File: config.mk
export PLATFORM = sky130hd
export DESIGN_NAME = mem_stream_reader
export DESIGN_NICKNAME = d
export VERILOG_FILES = /design/src/rtl/mem_stream_reader.sv
export SDC_FILE = /design/constraint.sdc
export NUM_CORES = 1
export LEC_CHECK = 0
export ABC_CLOCK_PERIOD_IN_PS = 3980
export CAP_MARGIN = 15
export CORE_ASPECT_RATIO = 2
export CORE_MARGIN = 2
export CORE_UTILIZATION = 45
export CTS_BUF_LIST = sky130_fd_sc_hd__clkbuf_2 sky130_fd_sc_hd__clkbuf_4 sky130_fd_sc_hd__clkbuf_8
export CTS_CLUSTER_SIZE = 8
export DETAILED_ROUTE_END_ITERATION = 7
export GPL_TIMING_DRIVEN = 1
export PLACE_DENSITY = 0.68
export SLEW_MARGIN = 10
export SYNTH_ARGS = -nofsm -noshare
export SYNTH_HDL_FRONTEND = slang
export SYNTH_SLANG_ARGS = --single-unit
File: constraint.sdc
create_clock -name clk -period 3.98 [get_ports clk]
set_input_delay 0.796 -clock clk [delete_from_list [all_inputs] [get_ports clk]]
set_output_delay 0.796 -clock clk [all_outputs]
set_load 0.01 [all_outputs]
File: src/rtl/mem_stream_reader.sv
// Read-side master: walks an address block on a registered-read memory and streams the words.
// Optional MEM_READER_STRIDE_EN adds a stride port; otherwise the address step is fixed at 1.
module mem_stream_reader #(
    parameter int unsigned DATA_WIDTH = 8,
    parameter int unsigned ADDR_WIDTH = 8,
    parameter int unsigned LEN_WIDTH  = 9
) (
    input  logic                  clk,
    input  logic                  rst_n,
    input  logic                  start,
    input  logic [ADDR_WIDTH-1:0] base_addr,
    input  logic [LEN_WIDTH-1:0]  len,
`ifdef MEM_READER_STRIDE_EN
    input  logic [ADDR_WIDTH-1:0] stride,
`endif
    output logic                  busy,
    output logic                  done,
    output logic [ADDR_WIDTH-1:0] mem_r_addr,
    input  logic [DATA_WIDTH-1:0] mem_r_data,
    output logic [DATA_WIDTH-1:0] m_data,
    output logic                  m_valid,
    output logic                  m_last,
    input  logic                  m_ready
);

    localparam logic [1:0] StIdle   = 2'd0;
    localparam logic [1:0] StRead   = 2'd1;
    localparam logic [1:0] StDrain  = 2'd2;
    localparam logic [1:0] StFinish = 2'd3;

    logic [1:0]            state_q, state_d;
    logic [ADDR_WIDTH-1:0] addr_q, addr_d;
    logic [LEN_WIDTH-1:0]  len_q, len_d;
    logic [LEN_WIDTH-1:0]  issued_q, issued_d;
    logic [LEN_WIDTH-1:0]  beat_q, beat_d;
    logic                  inflight_q, inflight_d;
    logic [DATA_WIDTH-1:0] fifo_q [2];
    logic [DATA_WIDTH-1:0] fifo_d [2];
    logic                  wr_ptr_q, wr_ptr_d;
    logic                  rd_ptr_q, rd_ptr_d;
    logic [1:0]            count_q, count_d;
    logic [ADDR_WIDTH-1:0] step;
    logic [2:0]            occupancy;
    logic                  issue;
    logic                  push;
    logic                  pop;

`ifdef MEM_READER_STRIDE_EN
    logic [ADDR_WIDTH-1:0] step_q, step_d;

    always_comb begin
        step_d = step_q;
        if (state_q == StIdle && start) begin
            step_d = stride;
        end
    end

    always_ff @(posedge clk) begin
        if (!rst_n) begin
            step_q <= '0;
        end else begin
            step_q <= step_d;
        end
    end

    assign step = step_q;
`else
    assign step = ADDR_WIDTH'(1);
`endif

    assign m_valid    = (count_q != 2'd0);
    assign m_data     = fifo_q[rd_ptr_q];
    assign m_last     = m_valid && (beat_q == (len_q - LEN_WIDTH'(1)));
    assign pop        = m_valid && m_ready;
    assign push       = inflight_q;
    assign mem_r_addr = addr_q;
    assign busy       = (state_q == StRead) || (state_q == StDrain);
    assign done       = (state_q == StFinish);

    // Words already buffered plus the one in flight, net of this cycle's pop, must leave a slot.
    assign occupancy = {1'b0, count_q} + {2'b00, inflight_q} - {2'b00, pop};
    assign issue     = (state_q == StRead) && (issued_q < len_q) && (occupancy < 3'd2);

    always_comb begin
        state_d    = state_q;
        addr_d     = addr_q;
        len_d      = len_q;
        issued_d   = issued_q;
        beat_d     = beat_q;
        inflight_d = issue;

        unique case (state_q)
            StIdle: begin
                if (start) begin
                    addr_d   = base_addr;
                    len_d    = len;
                    issued_d = '0;
                    beat_d   = '0;
                    state_d  = (len == '0) ? StFinish : StRead;
                end
            end
            StRead: begin
                if (issue && (issued_q == (len_q - LEN_WIDTH'(1)))) begin
                    state_d = StDrain;
                end
            end
            StDrain: begin
                if (pop && m_last) begin
                    state_d = StFinish;
                end
            end
            StFinish: begin
                state_d = StIdle;
            end
            default: begin
                state_d = StIdle;
            end
        endcase

        if (issue) begin
            addr_d   = addr_q + step;
            issued_d = issued_q + LEN_WIDTH'(1);
        end
        if (pop) begin
            beat_d = beat_q + LEN_WIDTH'(1);
        end
    end

    always_comb begin
        fifo_d   = fifo_q;
        wr_ptr_d = wr_ptr_q ^ push;
        rd_ptr_d = rd_ptr_q ^ pop;
        count_d  = count_q + {1'b0, push} - {1'b0, pop};
        if (push) begin
            fifo_d[wr_ptr_q] = mem_r_data;
        end
    end

    always_ff @(posedge clk) begin
        if (!rst_n) begin
            state_q    <= StIdle;
            addr_q     <= '0;
            len_q      <= '0;
            issued_q   <= '0;
            beat_q     <= '0;
            inflight_q <= 1'b0;
            fifo_q[0]  <= '0;
            fifo_q[1]  <= '0;
            wr_ptr_q   <= 1'b0;
            rd_ptr_q   <= 1'b0;
            count_q    <= 2'd0;
        end else begin
            state_q    <= state_d;
            addr_q     <= addr_d;
            len_q      <= len_d;
            issued_q   <= issued_d;
            beat_q     <= beat_d;
            inflight_q <= inflight_d;
            fifo_q     <= fifo_d;
            wr_ptr_q   <= wr_ptr_d;
            rd_ptr_q   <= rd_ptr_d;
            count_q    <= count_d;
        end
    end

endmodule

# Word level (Yosys, flattened, before mapping)
# Cells that the tools add are included.
[word_totals] reg_bits=58 output_inout_bits=20 input_bits=29
[classes] eq_ne=8 n_mux=18 n_reduce_logical=19 add_sub_neg=8 order_cmp=5 n_bitwise=4
[ops] operator="8-bit 2-to-1 mux" n=7
[ops] operator="9-bit 2-to-1 mux" n=4
[ops] operator="9-bit by 1-bit adder with 9-bit output, second input constant" n=2
[ops] operator="9-bit == test" n=2
[ops] operator="16-bit bitwise mux" n=1
[ops] operator="2-bit nonzero test" n=5
[ops] operator="9-bit zero test" n=1
[ops] operator="9-bit less-than comparator" n=1
[ops] operator="9-bit by 1-bit subtractor with 9-bit output, second input constant" n=1
[ops] operator="8-bit by 1-bit adder with 8-bit output, second input constant" n=1
[ops] operator="8-bit demux with 1-bit select" n=1
[ops] operator="2-bit 2-to-1 mux" n=4
[ops] operator="2-bit one-hot mux with 4 select lines" n=1
[ops] operator="1-bit logical AND" n=7
[ops] operator="2-bit AND reduction" n=3
[ops] operator="2-bit == test, second input constant" n=2
[ops] operator="2-bit greater-or-equal comparator, second input constant" n=2
[ops] operator="2-bit by 1-bit != test with 1-bit output, second input constant" n=2
[ops] operator="1-bit inverter with 2-bit output" n=2
[ops] operator="2-bit by 1-bit adder with 3-bit output" n=1
[ops] operator="3-bit by 2-bit less-than comparator with 1-bit output, second input constant" n=1
[ops] operator="3-bit AND reduction" n=1
[ops] operator="3-bit by 1-bit subtractor with 3-bit output" n=1
[ops] operator="2-bit by 1-bit adder with 2-bit output" n=1
[ops] operator="7 further kinds" n=8

# Longest topological paths before layout
[depth] depth_word=8 ltp_mapped=14

# Least setup slack after synthesis
# Ideal clock, no wire load.
[synth_path] kind="input to register" start="input m_ready" end="register state_q[1]" required_ns=3.864 path_buffers=0 setup_time_ns=0.116 arrival_ns=3.469 cell_stages=11 path_slack_ns=0.395 path_cell_list="nand2_1 -> clkinv_1 -> ha_1 -> inv_1 -> ha_1 -> fa_1 -> nor3b_1 -> nand4_1 -> o41a_1 -> o311a_1 -> a31o_1"
[synth_between] elab_chain_cells=7 word_cells_on_any_way=9
[synth_rtl] item="start: declaration" line="23" rtl="input logic m_ready"
[synth_rtl] item="1-bit logical AND (*)" line="74" rtl="assign pop = m_valid && m_ready;"
[synth_rtl] item="3-bit by 1-bit subtractor with 3-bit output" line="81" rtl="assign occupancy = {1'b0, count_q} + {2'b00, inflight_q} - {2'b00, pop};"
[synth_rtl] item="3-bit by 2-bit less-than comparator with 1-bit output" line="82" rtl="assign issue = (state_q == StRead) && (issued_q < len_q) && (occupancy < 3'd2);"
[synth_rtl] item="1-bit logical AND" line="82"
[synth_rtl] item="1-bit logical AND" line="103" rtl="if (issue && (issued_q == (len_q - LEN_WIDTH'(1)))) begin"
[synth_rtl] item="2-bit by 1-bit != test with 1-bit output (no line)"
[synth_rtl] item="3-bit AND reduction (no line) (*)"
[synth_rtl] item="end signal: assignment" line="141" rtl="state_q <= StIdle;"
[synth_rtl] item="end signal: assignment" line="153" rtl="state_q <= state_d;"
[synth_rtl] item="end: declaration" line="31" rtl="logic [1:0] state_q, state_d;"
# Every way passes the cells marked *; elsewhere a longest branch is shown, timed or not.
# A chain may end at the register's enable or synchronous reset.

# Final worst setup path
[layout_path] start="register len_q[0]" end="output m_last"
[layout_between] elab_chain_cells=3
[layout_rtl] item="start: declaration" line="33" rtl="logic [LEN_WIDTH-1:0] len_q, len_d;"
[layout_rtl] item="start signal: assignment" line="155" rtl="len_q <= len_d;"
[layout_rtl] item="9-bit by 1-bit subtractor with 9-bit output" line="73" rtl="assign m_last = m_valid && (beat_q == (len_q - LEN_WIDTH'(1)));"
[layout_rtl] item="9-bit == test" line="73"
[layout_rtl] item="1-bit logical AND" line="73"
[layout_rtl] item="end: declaration" line="22" rtl="output logic m_last,"
# Every way passes these cells.

==> out/qor.yml <==
hold_path:
  hold_path_class: "reg -> reg"
  hold_depth: 2
  hold_end: "len_q[1]"
  holdCritStartpoint: "len_q[1]"
finish:
  final_common_cell: "dfxtp_1"
  final_area_um2: 4170
  syn2layout_area_growth_pct: 22.9
  layout-drive-gt1-share: 0.0974
  ff_latch_area_um2: 1160
  nNetsFinal: 508
  multi_input_area_um2: 2050
  diodes: 0
  fillers: 697
  mostFrequentLayoutCells: "dfxtp_1, nor2_1, clkdlybuf4s50_1"
synth:
  ys_seq_area_frac: 0.342
  synth_area_um2: 3390
  synth_top_flop_cell: "dfxtp_1"
  async_flop_share: 0
  synthCells: 415
  yosysWarnings: 0
  yosys_register_bits: 58
  syn_avg_cell_area_um2: 8.17
  syn-num-nets: 466
  synth_edf_count: 0
  synth_cell_types: 52
  synth_top_cell_area_share: 0.342
  yosysTopAreaCell: "dfxtp_1"
  ys_top_cells_by_area: "dfxtp_1, ha_1, nor2_1"
setup_path:
  required_ps: 3180
  path_buf_inv: 2
  reg2reg_slack_ps: 690
  cp_top_family: "compound AO/OA/AOI/OAI gates"
  reg2reg_depth: 12
  critPathKind: "reg -> out"
  crit_arrival_ps: 2860
  startpoint_type: "register"
  cpPeakStageDelay_ps: 540
  timing.rr.start: "count_q[1]"
  endpoint_kind: "primary output"
  cp_max_fo: 6
  r2r_end: "state_q[1]"
  crit_chain: "inv_1 -> ha_1 -> nor3b_1 -> a21oi_1 -> a2111oi_0 -> o211ai_1 -> nor2_1 -> clkdlybuf4s50_1"
  critPathSlowestCell: "clkdlybuf4s50_1"
sta:
  finalCritPeriodShare: 0.918
  period_needed_ps: 3650
  slew_headroom: 0.589
  finalMaxSlewViolations: 0
  fmax_mhz: 274
  worstMarginPinSlew_ps: 615
  clock_skew_ps: 9.02
  rsz0062_at_grt: "no"
  hold_violations: 0
  setup_violations: 0
  setup_tns_ps: 0
cts:
  root_buffer: "clkbuf_8"
  cts_buffers: 9
  hold_buffers: 0
  cts_sinks: 58
  cts.clk_slew.worst_paths_ps: 70
  cts_tree: "done"
  post_cts_buffers: 0
  cts_resized: 0
  cts_buffer_depth: 2
  clock_latency_ps: 360
  cts_max_level: 3
route:
  firstDrtPassIters: 4
  wl_per_cell_um: 15.1
  drc: 0
  avgViaCountPerCell: 5.57
  postRouteAntennaNets: 0
  routed_wl_mm: 8.39
  vias: 3085
  drt-initial-drc-count: 151
die:
  core_area_um2: 7270
  die_width_um: 65.4
  start_util: 0.467
  dieArea_um2: 8290
  die_h_um: 127
  ioPinCount: 49
  row_count: 44
power:
  power.density_nw_per_um2: 573
  leakagePower_nw: 1.59
  peakVddDrop_v: 0.000362
run:
  maxCapViolCount: 0
run_status:
  status: "finished clean"
global_route:
  grt_antenna_before_repair: 0
  grt_first_pass_wirelength_mm: 13.8
  grt_usage: 0.219
  grt_pass1_vias: 3026
  grt_max_degree: 42
  grt_overflow_total: 0
placement:
  dpl_cell_area_um2: 3930
  dp_hpwl_mm: 6.24
  gp_congestion: 0.913
  io_buffers: 48
==> tightest hold or removal path, cell delays in order (launching register included) <==
cell and delay [ps]:
dfxtp_1 330, nand2_1 60, a21oi_1 60
==> routing by layer <==
| metal | share of wire | up-vias | global-route usage |
|---|---|---|---|
| met5 | 0 | - | 0 |
| met3 | 0.047 | 30 | 0.0532 |
| met2 | 0.53 | 90 | 0.387 |
| met4 | 0.050 | 0 | 0.156 |
| li1 | - | 1537 | - |
| met1 | 0.37 | 1428 | 0.216 |
==> power by group <==
group	total, mW	leakage [nW]	internal [mW]	switching [mW]
clock	0.667	0.123	0.419	0.248
sequential	0.777	0.471	0.667	0.110
combinational	0.943	0.992	0.434	0.510
==> registers in the layout, summed over array words and instances (netlist names) <==
register    flops
fifo_q         16
len_q           9
inflight_q      1
beat_q          9
mem_r_addr      8
issued_q        9
state_q         2
wr_ptr_q        1
rd_ptr_q        1
count_q         2
==> final cells by class <==
| class | instances | share of cell area |
|---|---|---|
| Clock inverter | 6 | 0.0252 |
| Inverter | 22 | 0.0198 |
| Tap cell | 92 | 0.0276 |
| Clock buffer | 10 | 0.0315 |
| Sequential cell | 58 | 0.279 |
| Timing Repair Buffer | 54 | 0.126 |
| Multi-Input combinational cell | 312 | 0.491 |
==> cells by family after synthesis <==
| logic type | count (synthesis) | synth area share |
|---|---|---|
| flops | 58 | 0.342 |
| xor+xnor | 20 | 0.0516 |
| compound gates | 91 | 0.162 |
| mux | 27 | 0.0837 |
| fa+ha+maj | 22 | 0.0834 |
| buf+inv | 45 | 0.0539 |
| simple gates | 152 | 0.223 |
==> synthesized netlist by cell type, drive strengths merged (2+ instances only) <==
cell and number:
nor3b 8, xnor2 11, nor4 2, a211oi 2, a31oi 10, mux2 11
o21ai 23, nor2b 5, dfxtp 58, clkbuf 17, buf 6, nand4 2
or3b 6, and3 10, or3 5, nand2b 2, ha 21, or2 2
nor2 50, nor3 6, o211ai 6, and2 4, nand2 35, mux2i 16
nand3 11, a311oi 2, inv 21, a21oi 35, xor2 9
==> metrics by stage <==
| step | cells | utilization | hold WS (ps) | worst slack (ps) | power (mW) |
|---|---|---|---|---|---|
| 3_3_place_gp | 538 | 0.541 | 461 | 235 | 1.71 |
| 6_report | 554 | 0.574 | 491 | 328 | 2.39 |
| 3_5_place_dp | 538 | 0.541 | 479 | 157 | 1.73 |
| 4_1_cts | 554 | 0.574 | 488 | 288 | 2.40 |
| 5_1_grt | 554 | 0.574 | 508 | 75.7 | 2.55 |
| 2_1_floorplan | 415 | - | 445 | 395 | 1.41 |
==> worst max path at each step <==
stage | startpoint | end | cells after the start
after detailed placement | m_ready | state_q[1] | 12
after CTS | len_q[0] | m_last | 8
after global placement | m_ready | state_q[1] | 12
final | len_q[0] | m_last | 8
after floorplan | m_ready | state_q[1] | 11
after global routing | len_q[0] | m_last | 8
(Power assumes the default switching activity.)
